$ cat src/rtl/painel_producao_if.sv
// painel_producao_if: groups the production-panel event inputs and the
// display/status outputs into one bundle.
//   master : line side, drives the event pulses and reads display/flags
//   slave  : panel side (painel_producao)
// Parameter DIG_GAR sets the lot digit count; dig is DIG_GAR+2 bits wide.
interface painel_producao_if #(
   parameter int DIG_GAR = 2
);
   logic                 gar_completa;
   logic                 rolha_usada;
   logic                 reset_duzias;
   logic                 reset_rolhas;
   logic                 pedido_recarga;
   logic [6:0]           seg;
   logic [DIG_GAR+1:0]   dig;
   logic                 tem_rec;
   logic                 rolha_baixa;
   logic                 rolha_vazia;
   logic                 estouro;

   modport master (
      output gar_completa, rolha_usada, reset_duzias, reset_rolhas, pedido_recarga,
      input  seg, dig, tem_rec, rolha_baixa, rolha_vazia, estouro
   );

   modport slave (
      input  gar_completa, rolha_usada, reset_duzias, reset_rolhas, pedido_recarga,
      output seg, dig, tem_rec, rolha_baixa, rolha_vazia, estouro
   );
endinterface

$ cat src/rtl/painel_producao.sv
// painel_producao: bottling-line production panel.
//   - counts finished bottles in lots of GAR_POR_LOTE on a DIG_GAR-digit BCD
//     counter (sticky estouro on wrap)
//   - tracks cork stock (0..ROLHA_CAP) with RECARGAS magazine refills
//   - multiplexes lot digits (MSB first) then stock tens/units onto a
//     7-segment display, each digit active SCAN_DIV clk cycles
// Ports:
//   clk   : clock, all state on rising edge
//   reset : synchronous active-high full reset
//   bus   : painel_producao_if.slave (event pulses in; seg/dig/flags out)
// Optional feature macro: RECARGA_AUTO_EN -- when defined, an empty stock
// with refills left is refilled automatically on the next edge.
module painel_producao #(
   parameter int DIG_GAR      = 2,
   parameter int GAR_POR_LOTE = 12,
   parameter int ROLHA_CAP    = 20,
   parameter int ROLHA_LIMIAR = 5,
   parameter int RECARGAS     = 5,
   parameter int SCAN_DIV     = 1000
) (
   input  logic              clk,
   input  logic              reset,
   painel_producao_if.slave  bus
);

   localparam int NDIG = DIG_GAR + 2;
   localparam int IW   = $clog2(NDIG);
   localparam int PW   = (SCAN_DIV > 1) ? $clog2(SCAN_DIV) : 1;

   // bottle / lot state
   logic [3:0]      gar, gar_n;
   logic [3:0]      lot   [DIG_GAR];
   logic [3:0]      lot_n [DIG_GAR];
   logic            estouro_q, estouro_n;
   logic            carry;

   // cork state
   logic [6:0]      stock, stock_n;
   logic [2:0]      rec, rec_n;
   logic            refill_ok, auto_ok;

   // display state
   logic [PW-1:0]   presc, presc_n;
   logic [IW-1:0]   idx, idx_n;
   logic            presc_tc;
   logic [3:0]      cur, tens, units;
   logic [6:0]      seg_q, seg_n;
   logic [NDIG-1:0] dig_q, dig_n;

   function automatic logic [6:0] seg7(input logic [3:0] d);
      case (d)
         4'd0:    seg7 = 7'b0111111;
         4'd1:    seg7 = 7'b0000110;
         4'd2:    seg7 = 7'b1011011;
         4'd3:    seg7 = 7'b1001111;
         4'd4:    seg7 = 7'b1100110;
         4'd5:    seg7 = 7'b1101101;
         4'd6:    seg7 = 7'b1111101;
         4'd7:    seg7 = 7'b0000111;
         4'd8:    seg7 = 7'b1111111;
         4'd9:    seg7 = 7'b1101111;
         default: seg7 = 7'b0000000;
      endcase
   endfunction

   // Bottle counter and ripple-carry BCD lot counter
   always_comb begin
      gar_n     = gar;
      estouro_n = estouro_q;
      carry     = 1'b0;
      for (int unsigned i = 0; i < DIG_GAR; i++) lot_n[i] = lot[i];
      if (bus.reset_duzias) begin
         gar_n     = '0;
         estouro_n = 1'b0;
         for (int unsigned i = 0; i < DIG_GAR; i++) lot_n[i] = '0;
      end else if (bus.gar_completa) begin
         if (gar == 4'(GAR_POR_LOTE - 1)) begin
            gar_n = '0;
            carry = 1'b1;
            for (int unsigned i = 0; i < DIG_GAR; i++) begin
               if (carry) begin
                  if (lot[i] == 4'd9) begin
                     lot_n[i] = '0;
                  end else begin
                     lot_n[i] = lot[i] + 4'd1;
                     carry    = 1'b0;
                  end
               end
            end
            // carry out of the top digit means every digit was 9
            if (carry) estouro_n = 1'b1;
         end else begin
            gar_n = gar + 4'd1;
         end
      end
   end

   // Cork stock and refills
   always_comb begin
      stock_n   = stock;
      rec_n     = rec;
      refill_ok = (rec != '0) && (stock <= 7'(ROLHA_LIMIAR));
`ifdef RECARGA_AUTO_EN
      auto_ok   = (stock == '0) && (rec != '0);
`else
      auto_ok   = 1'b0;
`endif
      if (bus.reset_rolhas) begin
         stock_n = 7'(ROLHA_CAP);
         rec_n   = 3'(RECARGAS);
      end else if ((bus.pedido_recarga && refill_ok) || auto_ok) begin
         // a cork used in the refill cycle comes out of the new magazine
         stock_n = bus.rolha_usada ? 7'(ROLHA_CAP - 1) : 7'(ROLHA_CAP);
         rec_n   = rec - 3'd1;
      end else if (bus.rolha_usada && (stock != '0)) begin
         stock_n = stock - 7'd1;
      end
   end

   // Display scan: prescaler, digit index, digit select and decode
   always_comb begin
      presc_tc = (presc == PW'(SCAN_DIV - 1));
      presc_n  = presc_tc ? '0 : presc + PW'(1);
      idx_n    = idx;
      if (presc_tc) idx_n = (idx == IW'(NDIG - 1)) ? '0 : idx + IW'(1);

      tens  = 4'(stock / 7'd10);
      units = 4'(stock % 7'd10);
      cur   = '0;
      if (idx == IW'(DIG_GAR)) begin
         cur = tens;
      end else if (idx == IW'(DIG_GAR + 1)) begin
         cur = units;
      end else begin
         for (int unsigned i = 0; i < DIG_GAR; i++)
            if (idx == IW'(i)) cur = lot[DIG_GAR - 1 - i];
      end
      seg_n = seg7(cur);
      dig_n = ~(NDIG'(1) << idx);
   end

   always_ff @(posedge clk) begin
      if (reset) begin
         gar       <= '0;
         estouro_q <= 1'b0;
         for (int unsigned i = 0; i < DIG_GAR; i++) lot[i] <= '0;
         stock     <= 7'(ROLHA_CAP);
         rec       <= 3'(RECARGAS);
         presc     <= '0;
         idx       <= '0;
         seg_q     <= 7'b0111111;
         dig_q     <= ~NDIG'(1);
      end else begin
         gar       <= gar_n;
         estouro_q <= estouro_n;
         for (int unsigned i = 0; i < DIG_GAR; i++) lot[i] <= lot_n[i];
         stock     <= stock_n;
         rec       <= rec_n;
         presc     <= presc_n;
         idx       <= idx_n;
         seg_q     <= seg_n;
         dig_q     <= dig_n;
      end
   end

   assign bus.seg         = seg_q;
   assign bus.dig         = dig_q;
   assign bus.estouro     = estouro_q;
   assign bus.tem_rec     = (rec != '0);
   assign bus.rolha_baixa = (stock != '0) && (stock <= 7'(ROLHA_LIMIAR));
   assign bus.rolha_vazia = (stock == '0);

endmodule
$ cat src/flat_wrapper.sv
// flat-port wrapper written by rule: the top's interface ports become plain ports
module painel_producao_flat 
#(
   parameter int DIG_GAR      = 2,
   parameter int GAR_POR_LOTE = 12,
   parameter int ROLHA_CAP    = 20,
   parameter int ROLHA_LIMIAR = 5,
   parameter int RECARGAS     = 5,
   parameter int SCAN_DIV     = 1000
)
  (clk, reset, bus_gar_completa, bus_rolha_usada, bus_reset_duzias, bus_reset_rolhas, bus_pedido_recarga, bus_seg, bus_dig, bus_tem_rec, bus_rolha_baixa, bus_rolha_vazia, bus_estouro);
  painel_producao_if #(.DIG_GAR(DIG_GAR)) bus_i ();
  input  logic clk;
  input  logic reset;
  input wire logic [$bits(bus_i.gar_completa)-1:0] bus_gar_completa;
  input wire logic [$bits(bus_i.rolha_usada)-1:0] bus_rolha_usada;
  input wire logic [$bits(bus_i.reset_duzias)-1:0] bus_reset_duzias;
  input wire logic [$bits(bus_i.reset_rolhas)-1:0] bus_reset_rolhas;
  input wire logic [$bits(bus_i.pedido_recarga)-1:0] bus_pedido_recarga;
  output wire logic [$bits(bus_i.seg)-1:0] bus_seg;
  output wire logic [$bits(bus_i.dig)-1:0] bus_dig;
  output wire logic [$bits(bus_i.tem_rec)-1:0] bus_tem_rec;
  output wire logic [$bits(bus_i.rolha_baixa)-1:0] bus_rolha_baixa;
  output wire logic [$bits(bus_i.rolha_vazia)-1:0] bus_rolha_vazia;
  output wire logic [$bits(bus_i.estouro)-1:0] bus_estouro;
  assign bus_i.gar_completa = bus_gar_completa;
  assign bus_i.rolha_usada = bus_rolha_usada;
  assign bus_i.reset_duzias = bus_reset_duzias;
  assign bus_i.reset_rolhas = bus_reset_rolhas;
  assign bus_i.pedido_recarga = bus_pedido_recarga;
  assign bus_seg = bus_i.seg;
  assign bus_dig = bus_i.dig;
  assign bus_tem_rec = bus_i.tem_rec;
  assign bus_rolha_baixa = bus_i.rolha_baixa;
  assign bus_rolha_vazia = bus_i.rolha_vazia;
  assign bus_estouro = bus_i.estouro;
  painel_producao #(.DIG_GAR(DIG_GAR), .GAR_POR_LOTE(GAR_POR_LOTE), .ROLHA_CAP(ROLHA_CAP), .ROLHA_LIMIAR(ROLHA_LIMIAR), .RECARGAS(RECARGAS), .SCAN_DIV(SCAN_DIV)) u_core (.clk(clk), .reset(reset), .bus(bus_i));
endmodule
$ cat config.mk
export PLATFORM = sky130hd
export DESIGN_NAME = painel_producao_flat
export DESIGN_NICKNAME = d
export VERILOG_FILES = /design/src/rtl/painel_producao_if.sv /design/src/rtl/painel_producao.sv /design/src/flat_wrapper.sv
export SDC_FILE = /design/constraint.sdc
export NUM_CORES = 1
export LEC_CHECK = 0
export CAP_MARGIN = 5
export CORE_ASPECT_RATIO = 0.75
export CORE_UTILIZATION = 35
export DETAILED_ROUTE_END_ITERATION = 10
export SKIP_CTS_REPAIR_TIMING = 1
export SYNTH_ARGS = -nofsm -noshare
export SYNTH_HDL_FRONTEND = slang
export SYNTH_SLANG_ARGS = --single-unit
$ cat constraint.sdc
create_clock -name clk -period 3.5 [get_ports clk]
set_input_delay 1.05 -clock clk [delete_from_list [all_inputs] [get_ports clk]]
set_output_delay 1.05 -clock clk [all_outputs]
set_load 0.005 [all_outputs]
==> out/results.tsv <==
metric	value	unit
final slew viol count	0	
Longest Clk Path Bufs	2	
Wirelength per Cell	11.8	µm
DR vias/cell	4.93	
Synth Instances	331	
post-DP HPWL	3840	µm
Avg Synthesized Cell Area	8.13	µm²
pwr dens	323	nW/µm²
die width	103	µm
Final Setup Violations	0	
Synth area leaders	dfxtp_1, ha_1, nor2_1	
Synth Register Bits	46	
first-pass GRT wire length	9530	µm
DIE HEIGHT	77.9	µm
mapped cell area	2690	µm²
Seq pwr share	53.9	%
Period Utilization, post-route	92.7	%
H-tree depth	2	
switching power	228	µW
most numerous cell in the Yosys netlist	dfxtp_1	
Post-synth EDFFs	0	
Clock Skew	2.53	ps
share of layout cells above drive strength 1	6.03	%
unrepaired setup endpoints after global routing	no	
TritonCTS clock tree	yes	
Least-Margin Pin Slew	569	ps
leak pwr	1.14	nW
share of the synthesized area in the top cell type	34.2	%
Max Cap Viol	0	
pin count of the biggest net entering global routing	18	
CP endpoint kind	flip-flop	
grt ovf	0	
Seq/Total Area, Yosys	34.2	%
routed vias	2212	
Synth Flop Type	dfxtp_1	
Setup Crit Path Kind	flip-flop to flip-flop	
Synth area leader	dfxtp_1	
crit path max fanout	6	
worst hold path type	flip-flop to flip-flop	
total CTS buffers	5	
internal power	767	µW
Req. time, crit path	3730	ps
net count after synthesis	357	
worst relative slew slack	61.9	%
Placement Cell Area	2970	µm²
Post-synth top cells	dfxtp_1, nor2_1, nand2_1	
DRC viols	0	
Die ar.	8050	µm²
post-layout util	41.7	%
Total GRT Usage	15.0	%
io pins	22	
Yosys cell types	61	
Worst VDD drop	168	µV
Hold WS	441	ps
# port buffers	21	
vias in the first global route	2055	
FP Rows	27	
Root Driver	clkbuf_8	
GP Congestion	0.836	
core area	7400	µm²
Setup TNS	0	ps
fill count	745	
worst skew pair latency	300	ps
Syn. warnings	0	
setup ws final	257	ps
Fmax	308	MHz
Final nets	373	
outcome	completed	
Setup crit start kind	flip-flop	
CTS Sinks	46	
Period minus WS final	3240	ps
DR iter-0 viols	59	
initial antenna violation count	0	
Clock Power Share	40.6	%
Worst-path clk slew	90	ps
Initial Util	36.4	%
final hold vios	0	
Area Overhead vs Synth	14.6	%
final instance area	3080	µm²
Logic pwr share	5.5	%
ys async rst share	0	%
DRT antenna net count	0	
Sw Ratio	22.9	%
Detailed Route WL	5320	µm
drt first pass iters	4	
n_diodes	0	
DP Worst Slack	264	ps
Arr. time, crit path	3470	ps
## layer usage
layer	vias up	global-route usage, %	share of wire (%)
li1	1186	-	-
met1	988	21.9	53
met2	30	21.7	41
met3	8	3.69	4.2
met4	0	4.23	1.1
met5	-	0	0
## cell usage in the layout, fill, tap and decap left out, types with 3 or more instances in the layout
| master | Yosys | final |
|---|---|---|
| dfxtp_1 | 46 | 46 |
| nor2_1 | 37 | 37 |
| nand2_1 | 29 | 29 |
| o21ai_0 | 24 | 24 |
| clkdlybuf4s50_1 | 0 | 21 |
| ha_1 | 19 | 19 |
| inv_1 | 18 | 18 |
| a21oi_1 | 18 | 18 |
| nand3_1 | 11 | 11 |
| nor2b_1 | 10 | 10 |
| nor3_1 | 9 | 9 |
| xnor2_1 | 9 | 9 |
| xor2_1 | 7 | 7 |
| or3_1 | 6 | 6 |
| nand2b_1 | 5 | 5 |
| nor3b_1 | 5 | 5 |
| clkbuf_8 | 0 | 5 |
| a22oi_1 | 4 | 4 |
| and3_1 | 4 | 4 |
| mux2i_1 | 4 | 4 |
| o211ai_1 | 4 | 4 |
| o2111ai_1 | 3 | 3 |
| or2_2 | 3 | 3 |
## power by group through the flow
| stage | registers (mW) | clock network, mW | logic (mW) |
|---|---|---|---|
| 4_1_cts | 0.536 | 0.420 | 0.0555 |
| 5_1_grt | 0.538 | 0.443 | 0.0634 |
| 2_1_floorplan | 0.545 | 0 | 0.0406 |
| 3_5_place_dp | 0.549 | 0 | 0.0552 |
| 3_3_place_gp | 0.548 | 0 | 0.0543 |
| 6_report | 0.536 | 0.404 | 0.0548 |
## worst max-delay path: stages (launching register included)
cell      delay [ps]
dfxtp_1          420
inv_1            110
ha_1             250
maj3_1           350
a21o_1           190
a32o_1           230
or3_1            350
a21boi_1         260
or2_2            210
inv_1             80
ha_1             280
inv_1             40
mux2_2           250
o211ai_1         140
## metrics by stage
stage / power, mW / std cells
floorplan: 0.586 / 331
global placement: 0.603 / 441
detailed placement: 0.604 / 441
CTS: 1.01 / 449
global route: 1.04 / 449
finish: 0.995 / 449
## sequential cells by signal (all words and copies together) (netlist names)
signal              flops
u_core.bus.dig          4
u_core.bus.estouro      1
u_core.bus.seg          7
u_core.gar              4
u_core.idx              2
u_core.lot              8
u_core.presc           10
u_core.rec              3
u_core.stock            7
## cell type report
| cell class | instances | area, µm² | area share, % |
|---|---|---|---|
| Clock inverter | 2 | 37.5 | 1.22 |
| Inverter | 18 | 67.6 | 2.19 |
| Sequential cell | 46 | 921 | 29.9 |
| Timing Repair Buffer | 22 | 218 | 7.06 |
| Tap cell | 101 | 126 | 4.10 |
| Clock buffer | 6 | 72.6 | 2.35 |
| Multi-Input combinational cell | 254 | 1640 | 53.2 |
## cell families after synthesis
kind of cell	count (synthesis)	share of synthesized area, %
AOI/OAI and AO/OA	78	18.6
DFF	46	34.2
xor gates and xnor gates	16	5.21
adders and majority gates	20	9.21
buffers and inverters	31	4.79
and+or+nand+nor	134	25.6
muxes	6	2.32
## worst paths after layout
check	endpoint	slack (ps)	start	cells past startpoint
min reg2reg	u_core.presc[0]	440	u_core.presc[0]	1
max reg2reg	u_core.bus.seg[3]	260	u_core.stock[0]	13
min	u_core.presc[0]	440	u_core.presc[0]	1
max	u_core.bus.seg[3]	260	u_core.stock[0]	13
No activity file was read; power rests on OpenSTA's default activity.
